[config.mk]
export PLATFORM = sky130hd
export DESIGN_NAME = div_seq
export DESIGN_NICKNAME = d
export VERILOG_FILES = /design/src/rtl/div_seq_pkg.sv /design/src/rtl/div_seq_step.sv /design/src/rtl/div_seq.sv
export SDC_FILE = /design/constraint.sdc
export NUM_CORES = 1
export LEC_CHECK = 0
export CAP_MARGIN = 20
export CORE_MARGIN = 2
export CORE_UTILIZATION = 45
export CTS_BUF_LIST = sky130_fd_sc_hd__clkbuf_16
export DETAILED_ROUTE_END_ITERATION = 7
export GPL_TIMING_DRIVEN = 0
export PLACE_DENSITY = 0.66
export SLEW_MARGIN = 30
export SYNTH_ARGS = -nofsm -noshare
export SYNTH_HDL_FRONTEND = slang
export SYNTH_SLANG_ARGS = --single-unit
[constraint.sdc]
create_clock -name clk -period 6.7 [get_ports clk]
set_clock_uncertainty 0.15 [all_clocks]
set_input_delay 2.01 -clock clk [delete_from_list [all_inputs] [get_ports clk]]
set_output_delay 2.01 -clock clk [all_outputs]
set_load 0.02 [all_outputs]
[src/rtl/div_seq_pkg.sv]
// Shared definitions for the sequential divider: FSM encodings, handshake constants,
// ALU opcodes that select it, and a conditional two's-complement helper.
package div_seq_pkg;

    localparam logic [1:0] DIV_FREE   = 2'b00;
    localparam logic [1:0] DIV_BYZERO = 2'b01;
    localparam logic [1:0] DIV_ON     = 2'b10;
    localparam logic [1:0] DIV_END    = 2'b11;

    localparam logic DIV_RESULT_READY     = 1'b1;
    localparam logic DIV_RESULT_NOT_READY = 1'b0;
    localparam logic DIV_START            = 1'b1;
    localparam logic DIV_STOP             = 1'b0;

    typedef enum logic [7:0] {
        EXE_NOP_OP  = 8'b0000_0000,
        EXE_MULT_OP = 8'b0001_1000,
        EXE_MULTU_OP = 8'b0001_1001,
        EXE_DIV_OP  = 8'b0001_1010,
        EXE_DIVU_OP = 8'b0001_1011
    } exe_op_e;

    function automatic logic [31:0] neg_if(input logic [31:0] value, input logic enable);
        return enable ? (~value + 32'd1) : value;
    endfunction

endpackage

[src/rtl/div_seq_step.sv]
// One restoring-division iteration on the {remainder, dividend} working register.
module div_step
    import div_seq_pkg::*;
(
    input  logic [63:0] work,
    input  logic [31:0] divisor,
    output logic [63:0] work_next,
    output logic        q_bit
);

    logic [32:0] trial;
    logic [31:0] diff;

    always_comb begin
        trial = work[63:31];
        // Remainder stays below the divisor, so a successful subtract fits in 32 bits.
        diff  = trial[31:0] - divisor;
        q_bit = (trial >= {1'b0, divisor});
        if (q_bit) begin
            work_next = {diff, work[30:0], 1'b1};
        end else begin
            work_next = {work[62:0], 1'b0};
        end
    end

endmodule

[src/rtl/div_seq.sv]
// Multi-cycle 32-bit signed/unsigned divider: 32 restoring steps on absolute values,
// sign fix-up on the last step, result held while the requester keeps start_i high.
module div_seq
    import div_seq_pkg::*;
(
    input  logic        clk,
    input  logic        rst,
    input  logic        signed_div_i,
    input  logic [31:0] opdata1_i,
    input  logic [31:0] opdata2_i,
    input  logic        start_i,
    input  logic        annul_i,
    output logic [63:0] result_o,
    output logic        ready_o
);

    logic [1:0]  state_reg, state_next;
    logic [5:0]  cnt_reg, cnt_next;
    logic [63:0] work_reg, work_next;
    logic [31:0] divisor_reg, divisor_next;
    logic        signed_reg, signed_next;
    logic        sign1_reg, sign1_next;
    logic        sign2_reg, sign2_next;
    logic [63:0] result_reg, result_next;
    logic        ready_reg, ready_next;

    logic [63:0] step_work;
    logic        step_q;
    logic [31:0] final_quot;
    logic [31:0] final_rem;

    div_step u_step (
        .work      (work_reg),
        .divisor   (divisor_reg),
        .work_next (step_work),
        .q_bit     (step_q)
    );

    assign final_quot = {step_work[31:1], step_q};
    assign final_rem  = step_work[63:32];

    always_comb begin
        state_next   = state_reg;
        cnt_next     = cnt_reg;
        work_next    = work_reg;
        divisor_next = divisor_reg;
        signed_next  = signed_reg;
        sign1_next   = sign1_reg;
        sign2_next   = sign2_reg;
        result_next  = 64'h0;
        ready_next   = DIV_RESULT_NOT_READY;

        case (state_reg)
            DIV_FREE: begin
                if (start_i == DIV_START && !annul_i) begin
                    if (opdata2_i == 32'h0) begin
                        state_next = DIV_BYZERO;
                        work_next  = 64'h0;
                    end else begin
                        state_next   = DIV_ON;
                        cnt_next     = 6'd0;
                        signed_next  = signed_div_i;
                        sign1_next   = opdata1_i[31];
                        sign2_next   = opdata2_i[31];
                        work_next    = {32'h0, neg_if(opdata1_i, signed_div_i & opdata1_i[31])};
                        divisor_next = neg_if(opdata2_i, signed_div_i & opdata2_i[31]);
                    end
                end
            end
            DIV_BYZERO: begin
                state_next = DIV_END;
            end
            DIV_ON: begin
                // A flush or a withdrawn request abandons the division.
                if (annul_i || start_i == DIV_STOP) begin
                    state_next = DIV_FREE;
                    cnt_next   = 6'd0;
                end else if (cnt_reg == 6'd31) begin
                    state_next = DIV_END;
                    cnt_next   = 6'd0;
                    work_next  = {neg_if(final_rem, signed_reg & sign1_reg),
                                  neg_if(final_quot, signed_reg & (sign1_reg ^ sign2_reg))};
                end else begin
                    work_next = step_work;
                    cnt_next  = cnt_reg + 6'd1;
                end
            end
            default: begin
                if (start_i == DIV_STOP) begin
                    state_next = DIV_FREE;
                end else begin
                    ready_next  = DIV_RESULT_READY;
                    result_next = work_reg;
                end
            end
        endcase
    end

    always_ff @(posedge clk) begin
        if (rst) begin
            state_reg   <= DIV_FREE;
            cnt_reg     <= 6'd0;
            work_reg    <= 64'h0;
            divisor_reg <= 32'h0;
            signed_reg  <= 1'b0;
            sign1_reg   <= 1'b0;
            sign2_reg   <= 1'b0;
            result_reg  <= 64'h0;
            ready_reg   <= DIV_RESULT_NOT_READY;
        end else begin
            state_reg   <= state_next;
            cnt_reg     <= cnt_next;
            work_reg    <= work_next;
            divisor_reg <= divisor_next;
            signed_reg  <= signed_next;
            sign1_reg   <= sign1_next;
            sign2_reg   <= sign2_next;
            result_reg  <= result_next;
            ready_reg   <= ready_next;
        end
    end

    assign result_o = result_reg;
    assign ready_o  = ready_reg;

endmodule

==> impl_metrics.tcl, run 1 <==
set metrics [dict create \
    status "complete, no violations" \
    dpl_cell_area_sq_um 13100 \
    power_frac_seq 0.359 \
    antenna_left 0 \
    arrival_ps 6430 \
    powerDensity_nw_per_um2 227 \
    crit_required_ps 6920 \
    cp_max_fo 10 \
    synth-main-ff-cell "dfxtp_1" \
    period_share 0.926 \
    coreArea_sq_um 25000 \
    gp_congestion 0.945 \
    syn_nets 1571 \
    viasPerCell 5.74 \
    maxSlewViolCount 0 \
    dieArea_sq_um 26500 \
    wirelength_um 36000 \
    wl_per_cell_um 18.4 \
    synth_edf_count 0 \
    final_cell_mix "dfxtp_1 (172), nor2_1 (152), clkdlybuf4s50_1 (133)" \
    slowest_stage "or4_4" \
    critPathKind "register to register" \
    drt-pass1-iter-count 5 \
    fill_cells 2481 \
    irDropWorstVdd_v 0.000139 \
    antennaDiodeCount 0 \
    grt.total_usage 0.270 \
    yosysSeqAreaShare 0.304 \
    grt_max_degree 19 \
    drt_iter0_drc 927 \
    die_w_um 163 \
    power.leakage_nw 5.13 \
    grt_pass1_vias 10533 \
    finalNetCount 1723 \
    max_freq_mhz 161 \
    antenna_found_initial 0 \
    gr-usage-met2 0.455 \
    clk_pin_slew_ps 70 \
    power_w 0.00310 \
    cts-root-buf "clkbuf_16" \
    multi_input_area_sq_um 7380 \
    syn_area_sq_um 11300 \
    fin_util 0.548 \
    port_buffers 133 \
    yosysWarnings 0 \
    avgSynthCellArea_sq_um 7.76 \
    power.internal_w 0.00193 \
    row_count 58 \
    numCtsBuffers 17 \
    drv_cap 0 \
    netSwitchingFraction 0.378 \
    ys_seq_elements 172 \
    final-seq-area_sq_um 3440 \
    cp-end-kind "register" \
    synthCells 1460 \
    pwr-share-clk 0.318 \
    path_buf_inv 4 \
    cpLargestDelayFamily "simple AND/OR/NAND/NOR gates" \
    cts_tree "done" \
    grt-ovfl-total 0 \
    maxSlewHeadroom 0.298 \
    grt_pass1_wl_um 56200 \
    numClockSinks 172 \
    io_pins 134 \
    critical_path.cell_chain "ha_1, buf_2, nand4_1, or4_4, nor4_2, a211oi_1, nand3_4, buf_2, buf_2, buf_2, mux2i_1, ha_1, nand2_1, a21oi_1, nor4b_2, mux2i_1, a211o_1, nor3_2, a41oi_1, xor2_1, o21ai_1" \
    cts_max_level 4 \
    ctsResizeCount 0 \
    setup_viol 0 \
    dp_hpwl_um 28400 \
    postCtsHoldBufs 0 \
    post-cts-setup-buffers 0 \
    rsz0062_at_grt "false" \
    synthArstFlopShare 0 \
    syn2layout_area_growth_pct 20.6 \
    cp-start-kind "register" \
    switchingPower_w 0.00117 \
    max_stage_delay_ps 590 \
    cts_max_path_buffers 2 \
    worstMarginPinSlew_ps 1050 \
    combPwrFrac 0.323 \
    hold_viol 0 \
    via_count 11218 \
    drc 0 \
    clk_latency_ps 450 \
    use_met1 0.346 \
    finalCriticalPeriod_ps 6210 \
    mostFrequentLayoutCell "dfxtp_1" \
    crit_path_frequent_cell "buf_2" \
    postLayoutCellArea_sq_um 13700 \
    drive_gt1_frac 0.0449 \
    synth_cell_types 77 \
    start_util 0.454 \
    top_usage_layer "met2" \
    hold_path.class "register to register" \
    met3_usage 0.0407 \
    die_height_um 163 \
]
-- tightest hold or removal path, cell delays in order (launching register included) --
cell	delay, ps
dfxtp_1	310
nand2_1	50
a21oi_1	50
-- cell usage after synthesis, types with 13 or more instances --
| library cell | number | share of area |
|---|---|---|
| xor2_1 | 75 | 0.058 |
| nand2_1 | 123 | 0.041 |
| nand3_1 | 19 | 0.0084 |
| a31oi_1 | 13 | 0.0072 |
| o21ai_0 | 83 | 0.037 |
| and2_1 | 71 | 0.039 |
| nor4_1 | 33 | 0.018 |
| mux2i_1 | 20 | 0.018 |
| a22oi_1 | 14 | 0.0093 |
| nand2b_1 | 13 | 0.0072 |
| nor2_1 | 152 | 0.050 |
| a21oi_1 | 103 | 0.045 |
| xnor2_1 | 61 | 0.047 |
| o31ai_1 | 18 | 0.012 |
| ha_1 | 41 | 0.045 |
| a221oi_1 | 24 | 0.019 |
| dfxtp_1 | 172 | 0.30 |
| clkbuf_1 | 66 | 0.022 |
| inv_1 | 51 | 0.017 |
| or3_1 | 18 | 0.0099 |
| nor3_1 | 51 | 0.023 |
| a211oi_1 | 49 | 0.032 |
-- power by group through the flow --
stage | registers [W] | logic [W] | clock network [W]
floorplan | 0.00113 | 0.000691 | 0
global placement | 0.00114 | 0.000971 | 0
detailed placement | 0.00114 | 0.000980 | 0
CTS | 0.00111 | 0.000987 | 0.000991
global route | 0.00112 | 0.00110 | 0.00103
finish | 0.00111 | 0.00100 | 0.000986
-- layout make-up --
class                           count  area share
Timing Repair Buffer              133      0.0974
Clock buffer                       17      0.0311
Multi-Input combinational cell   1154       0.540
Tap cell                          330      0.0302
Clock inverter                     15      0.0108
Buffer                             82      0.0245
Sequential cell                   172       0.252
Inverter                           52      0.0145
-- through the flow --
step                setup WS [ps]  TNS, ps  cells  hold slack [ps]
CTS                           185        0   1955              305
finish                        494        0   1955              303
global placement             -162    -1640   1923              291
detailed placement            171        0   1923              296
global route                  128        0   1955              330
floorplan                    1790        0   1460              282
-- cells by family after synthesis --
| family | Yosys count | share of synthesized area |
|---|---|---|
| AOI/OAI and AO/OA | 401 | 0.230 |
| muxes | 25 | 0.0226 |
| adders and majority gates | 42 | 0.0470 |
| DFF | 172 | 0.304 |
| xor gates and xnor gates | 136 | 0.105 |
| buffers and inverters | 134 | 0.0469 |
| and+or+nand+nor | 550 | 0.244 |
-- per-layer routing --
layer,wire length (um),vias to the layer above
met5,0,-
met4,1410,0
met3,2500,82
met2,16500,458
met1,15600,5110
li1,-,5568
-- path summary, 6_finish.rpt --
kind                                                    from  slack (ps)                            to  cells past startpoint
worst max register to register     work_reg[51]$_SDFFE_PP0P_         490     work_reg[62]$_SDFFE_PP0P_                     21
worst min register to register  divisor_reg[31]$_SDFFE_PP0P_         300  divisor_reg[31]$_SDFFE_PP0P_                      2
worst max-delay path               work_reg[51]$_SDFFE_PP0P_         490     work_reg[62]$_SDFFE_PP0P_                     21
worst min-delay path            divisor_reg[31]$_SDFFE_PP0P_         300  divisor_reg[31]$_SDFFE_PP0P_                      2
Power figures use the tool's default switching activity.
==> run 2, diff against run 1 <==
--- a/config.mk
+++ b/config.mk
@@ -8,7 +8,6 @@
 export CAP_MARGIN = 20
 export CORE_MARGIN = 2
 export CORE_UTILIZATION = 45
-export CTS_BUF_LIST = sky130_fd_sc_hd__clkbuf_16
 export DETAILED_ROUTE_END_ITERATION = 7
 export GPL_TIMING_DRIVEN = 0
 export PLACE_DENSITY = 0.66
==> run 2 against run 1 <==
Effect of this change: combinational power about the same; via count shrank 0.20%; utilization is essentially flat; flip-flop and latch count stayed put; wire length fell by 0.16%; clock power grew 1%; critical path type unchanged.
==> impl_metrics.tcl, run 2 (synthesis gave the netlist of run 1 again) <==
set metrics [dict create \
    crit_required_ps 6920 \
    row_count 58 \
    slowest_stage "or4_4" \
    arrival_ps 6420 \
    via_count 11196 \
    crit_path_frequent_cell "buf_2" \
    numClockSinks 172 \
    max_stage_delay_ps 590 \
    power.leakage_nw 5.13 \
    worstMarginPinSlew_ps 1010 \
    dp_hpwl_um 28400 \
    clk_pin_slew_ps 70 \
    viasPerCell 5.73 \
    final_cell_mix "dfxtp_1 (172), nor2_1 (152), clkdlybuf4s50_1 (133)" \
    cp-end-kind "register" \
    dr_wl_met3_um 2440 \
    power.internal_w 0.00194 \
    wl_per_cell_um 18.4 \
    mostFrequentLayoutCell "dfxtp_1" \
    cts-root-buf "clkbuf_16" \
    combPwrFrac 0.322 \
    cp-start-kind "register" \
    postLayoutCellArea_sq_um 13700 \
    rr_worst_depth 21 \
    cpLargestDelayFamily "simple AND/OR/NAND/NOR gates" \
    grt-ovfl-total 0 \
    maxSlewViolCount 0 \
    setup_viol 0 \
    antennaDiodeCount 0 \
    dpl_cell_area_sq_um 13100 \
    powerDensity_nw_per_um2 228 \
    period_share 0.925 \
    cts_max_level 4 \
    worstSetupPathDepth 21 \
    routed-wl-met2_um 16400 \
    grt_max_degree 19 \
    fin_util 0.548 \
    wl_met1_um 15700 \
    grt.total_usage 0.269 \
    die_height_um 163 \
    status "complete, no violations" \
    drv_cap 0 \
    wirelength_um 35900 \
    hold_path.class "register to register" \
    gp_congestion 0.945 \
    maxSlewHeadroom 0.325 \
    critical_path.cell_chain "ha_1, buf_2, nand4_1, or4_4, nor4_2, a211oi_1, nand3_4, buf_2, buf_2, buf_2, mux2i_1, ha_1, nand2_1, a21oi_1, nor4b_2, mux2i_1, a211o_1, nor3_2, a41oi_1, xor2_1, o21ai_1" \
    drc 0 \
    hold_depth 2 \
    finalCriticalPeriod_ps 6200 \
    path_buf_inv 4 \
    critPathKind "register to register" \
    switchingPower_w 0.00118 \
    port_buffers 133 \
    drive_gt1_frac 0.0455 \
    drt_iter0_drc 934 \
    cp_max_fo 10 \
    rsz0062_at_grt "false" \
    irDropWorstVdd_v 0.000139 \
    maxUsedRoutingLayer "met4" \
    io_pins 134 \
    antenna_left 0 \
    grt_pass1_vias 10501 \
    hold_viol 0 \
    max_freq_mhz 161 \
    dieArea_sq_um 26500 \
    clk_latency_ps 450 \
    cts_tree "done" \
    grt_pass1_wl_um 56000 \
    die_w_um 163 \
    holdWs_ps 303 \
    netSwitchingFraction 0.377 \
    coreArea_sq_um 25000 \
    fin_tns_setup_ps 0 \
    power_frac_seq 0.357 \
    postCtsHoldBufs 0 \
    finalNetCount 1723 \
    start_util 0.454 \
    syn2layout_area_growth_pct 20.7 \
    antenna_found_initial 0 \
    drt-pass1-iter-count 5 \
    numCtsBuffers 17 \
    pwr-share-clk 0.320 \
    cts_max_path_buffers 2 \
]
==> run 2: metal layers <==
metal | up-vias | track usage
met5 | - | 0
met3 | 87 | 0.0407
met2 | 433 | 0.453
met1 | 5109 | 0.345
li1 | 5567 | -
met4 | 0 | 0.111
==> run 2: worst paths after layout <==
check | endpoint | startpoint | slack (ps)
hold reg to reg | divisor_reg[31]$_SDFFE_PP0P_ | divisor_reg[31]$_SDFFE_PP0P_ | 300
setup / recovery | work_reg[62]$_SDFFE_PP0P_ | work_reg[51]$_SDFFE_PP0P_ | 500
setup reg to reg | work_reg[62]$_SDFFE_PP0P_ | work_reg[51]$_SDFFE_PP0P_ | 500
hold / removal | divisor_reg[31]$_SDFFE_PP0P_ | divisor_reg[31]$_SDFFE_PP0P_ | 300
==> run 2: what timing repair did <==
item | in CTS | in global routing
resized for setup | 0 | 2
setup endpoints to repair | 0 | 7
buffers inserted | 0 | 0
==> run 2: cell type report <==
type | instances | area (sq um)
clock inverters | 14 | 144
clock buffers | 18 | 439
multi-input cells | 1154 | 7380
repair buffers | 133 | 1330
plain buffers | 82 | 335
inverters | 52 | 198
flip-flops and latches | 172 | 3440
well taps | 330 | 413
fillers | 2473 | 11300
==> run 2: worst reg2reg max path: stages, from the launching register on <==
cell	delay, ps
dfxtp_1	410
ha_1	320
buf_2	170
nand4_1	230
or4_4	590
nor4_2	320
a211oi_1	120
nand3_4	240
buf_2	340
buf_2	340
buf_2	380
mux2i_1	290
ha_1	230
nand2_1	70
a21oi_1	240
nor4b_2	320
mux2i_1	230
a211o_1	360
nor3_2	300
a41oi_1	190
xor2_1	170
o21ai_1	120
==> run 2: power groups by stage <==
stage               logic [W]  registers [W]  clock network (W)
floorplan            0.000691        0.00113                  0
global placement     0.000971        0.00114                  0
detailed placement   0.000980        0.00114                  0
CTS                  0.000986        0.00111            0.00100
global route          0.00110        0.00112            0.00104
finish                0.00100        0.00111           0.000999
==> run 2: stage by stage <==
step	total power [W]	setup WS, ps	std cells
after floorplan	0.00182	1790	1460
after global placement	0.00211	-162	1923
after detailed placement	0.00212	171	1923
after CTS	0.00310	185	1955
after global routing	0.00327	128	1955
final	0.00312	504	1955
==> run 3, diff against run 2 <==
--- a/config.mk
+++ b/config.mk
@@ -8,6 +8,7 @@
 export CAP_MARGIN = 20
 export CORE_MARGIN = 2
 export CORE_UTILIZATION = 45
+export CTS_CLUSTER_DIAMETER = 80
 export DETAILED_ROUTE_END_ITERATION = 7
 export GPL_TIMING_DRIVEN = 0
 export PLACE_DENSITY = 0.66
==> constraint.sdc (replaced) <==
create_clock -name clk -period 6.4 [get_ports clk]
set_clock_uncertainty 0.15 [all_clocks]
set_input_delay 1.92 -clock clk [delete_from_list [all_inputs] [get_ports clk]]
set_output_delay 1.92 -clock clk [all_outputs]
set_load 0.02 [all_outputs]
==> run 3 against run 2 <==
Effect of this change: global-route usage unchanged; via count about the same; utilization unchanged; first-iteration DRC count down 2.2%; sequential share of layout area unchanged; die area unchanged; critical path type is now input pin to register; critical endpoint is now divisor_reg[22]$_SDFFE_PP0P_.
==> impl_metrics.tcl, run 3 (synthesis gave the netlist of run 1 again) <==
set metrics [dict create \
    status "complete, no violations" \
    grt_max_degree 19 \
    cp_max_fo 10 \
    hold_path.class "register to register" \
    power.leakage_nw 5.13 \
    dieArea_sq_um 26500 \
    gp_congestion 0.945 \
    drt_iter0_drc 913 \
    drc 0 \
    critPathKind "input pin to register" \
    final_cell_mix "dfxtp_1 (172), nor2_1 (152), clkdlybuf4s50_1 (133)" \
    powerDensity_nw_per_um2 238 \
    grt_pass1_vias 10501 \
    antennaDiodeCount 0 \
    drv_cap 0 \
    wirelength_um 35800 \
    critical_path.cell_chain "clkdlybuf4s50_1, nor4_1, nand4b_1, nor4_1, nand2_1, nor3_2, or3_1, clkbuf_1, clkbuf_1, buf_2, nand2_1, a21oi_1" \
    drive_gt1_frac 0.0450 \
    dp_cells 1923 \
    die_height_um 163 \
    hold_viol 0 \
    arrival_ps 6190 \
    cts_max_level 4 \
    cts_max_path_buffers 2 \
    worstSetupPathDepth 12 \
    clk_pin_slew_ps 70 \
    mostFrequentLayoutCell "dfxtp_1" \
    row_count 58 \
    dpl_cell_area_sq_um 13100 \
    max_stage_delay_ps 690 \
    setup_viol 0 \
    maxSlewViolCount 0 \
    grt_pass1_wl_um 56000 \
    postLayoutCellArea_sq_um 13700 \
    grt-ovfl-total 0 \
    port_buffers 133 \
    cpLargestDelayFamily "simple AND/OR/NAND/NOR gates" \
    final-seq-area_sq_um 3440 \
    maxSlewHeadroom 0.332 \
    coreArea_sq_um 25000 \
    post-cts-setup-buffers 0 \
    cp-end-kind "register" \
    clk_latency_ps 450 \
    numCtsBuffers 17 \
    drt-pass1-iter-count 5 \
    ctsResizeCount 1 \
    fill_cells 2471 \
    crit_required_ps 6620 \
    cp-start-kind "input pin" \
    syn2layout_area_growth_pct 20.7 \
    wl_per_cell_um 18.3 \
    path_buf_inv 4 \
    via_count 11190 \
    postCtsHoldBufs 0 \
    antenna_found_initial 0 \
    die_w_um 163 \
    finalCriticalPeriod_ps 5960 \
    slowest_stage "nor3_2" \
    dp_hpwl_um 28400 \
    numClockSinks 172 \
    viasPerCell 5.73 \
    max_freq_mhz 168 \
    final_cells 1954 \
    hold_depth 2 \
    start_util 0.454 \
    rr_worst_depth 18 \
    rsz0062_at_grt "false" \
    cts-root-buf "clkbuf_16" \
    worstMarginPinSlew_ps 1000 \
    finalNetCount 1722 \
    multi_input_area_sq_um 7380 \
    antenna_left 0 \
    irDropWorstVdd_v 0.000145 \
    period_share 0.932 \
    io_pins 134 \
    grt.total_usage 0.269 \
    cts_tree "done" \
]
-- run 3: worst paths after layout --
check / endpoint / from / slack, ps
min reg2reg: divisor_reg[31]$_SDFFE_PP0P_ / divisor_reg[31]$_SDFFE_PP0P_ / 300
min: divisor_reg[31]$_SDFFE_PP0P_ / divisor_reg[31]$_SDFFE_PP0P_ / 300
max reg2reg: work_reg[28]$_SDFFE_PP0P_ / work_reg[37]$_SDFFE_PP0P_ / 490
max: divisor_reg[22]$_SDFFE_PP0P_ / opdata2_i[2] / 440
-- run 3: cell type report --
| class | instances | area share |
|---|---|---|
| clock inverters | 14 | 0.0105 |
| flip-flops and latches | 172 | 0.252 |
| multi-input cells | 1154 | 0.539 |
| plain buffers | 81 | 0.0245 |
| repair buffers | 133 | 0.0973 |
| well taps | 330 | 0.0302 |
| inverters | 52 | 0.0145 |
| clock buffers | 18 | 0.0321 |
-- run 3: worst register-to-register path, stage by stage, from the launching register on --
cell and delay (ps):
dfxtp_1 490, ha_1 290, clkbuf_1 210, a21oi_1 370, o21ai_1 160, a31o_2 290
o211ai_1 290, nand3_4 310, inv_4 220, clkbuf_1 500, clkbuf_1 570, ha_1 320
nand3b_1 240, nor2_1 320, and3b_1 330, a21oi_1 110, xor2_1 170, a221oi_1 350
nor3_1 80
-- run 3: stage by stage --
step	TNS (ps)	hold WS [ps]	util	total power, W	setup WS (ps)
3_3_place_gp	-10510	291	0.524	0.00221	-372
5_1_grt	0	330	0.548	0.00342	47.5
3_5_place_dp	-313	296	0.524	0.00222	-58.0
2_1_floorplan	0	282	-	0.00191	1490
6_report	0	303	0.548	0.00326	436
4_1_cts	0	305	0.548	0.00325	110
-- run 3: where the power goes --
part	internal [W]	total [W]	leakage, nW	switching (W)
clock network	0.000529	0.00105	0.283	0.000516
registers	0.00112	0.00117	1.40	0.0000443
logic	0.000382	0.00105	3.45	0.000667
total	0.00203	0.00326	5.13	0.00123
-- run 3: routing by layer --
layer / GRT usage / up-vias / part of all wire / wire (um)
met1: 0.345 / 5130 / 0.44 / 15700
met4: 0.111 / 0 / 0.037 / 1310
met3: 0.0407 / 80 / 0.064 / 2310
met5: 0 / - / 0 / 0
met2: 0.453 / 406 / 0.46 / 16500
li1: - / 5574 / - / -
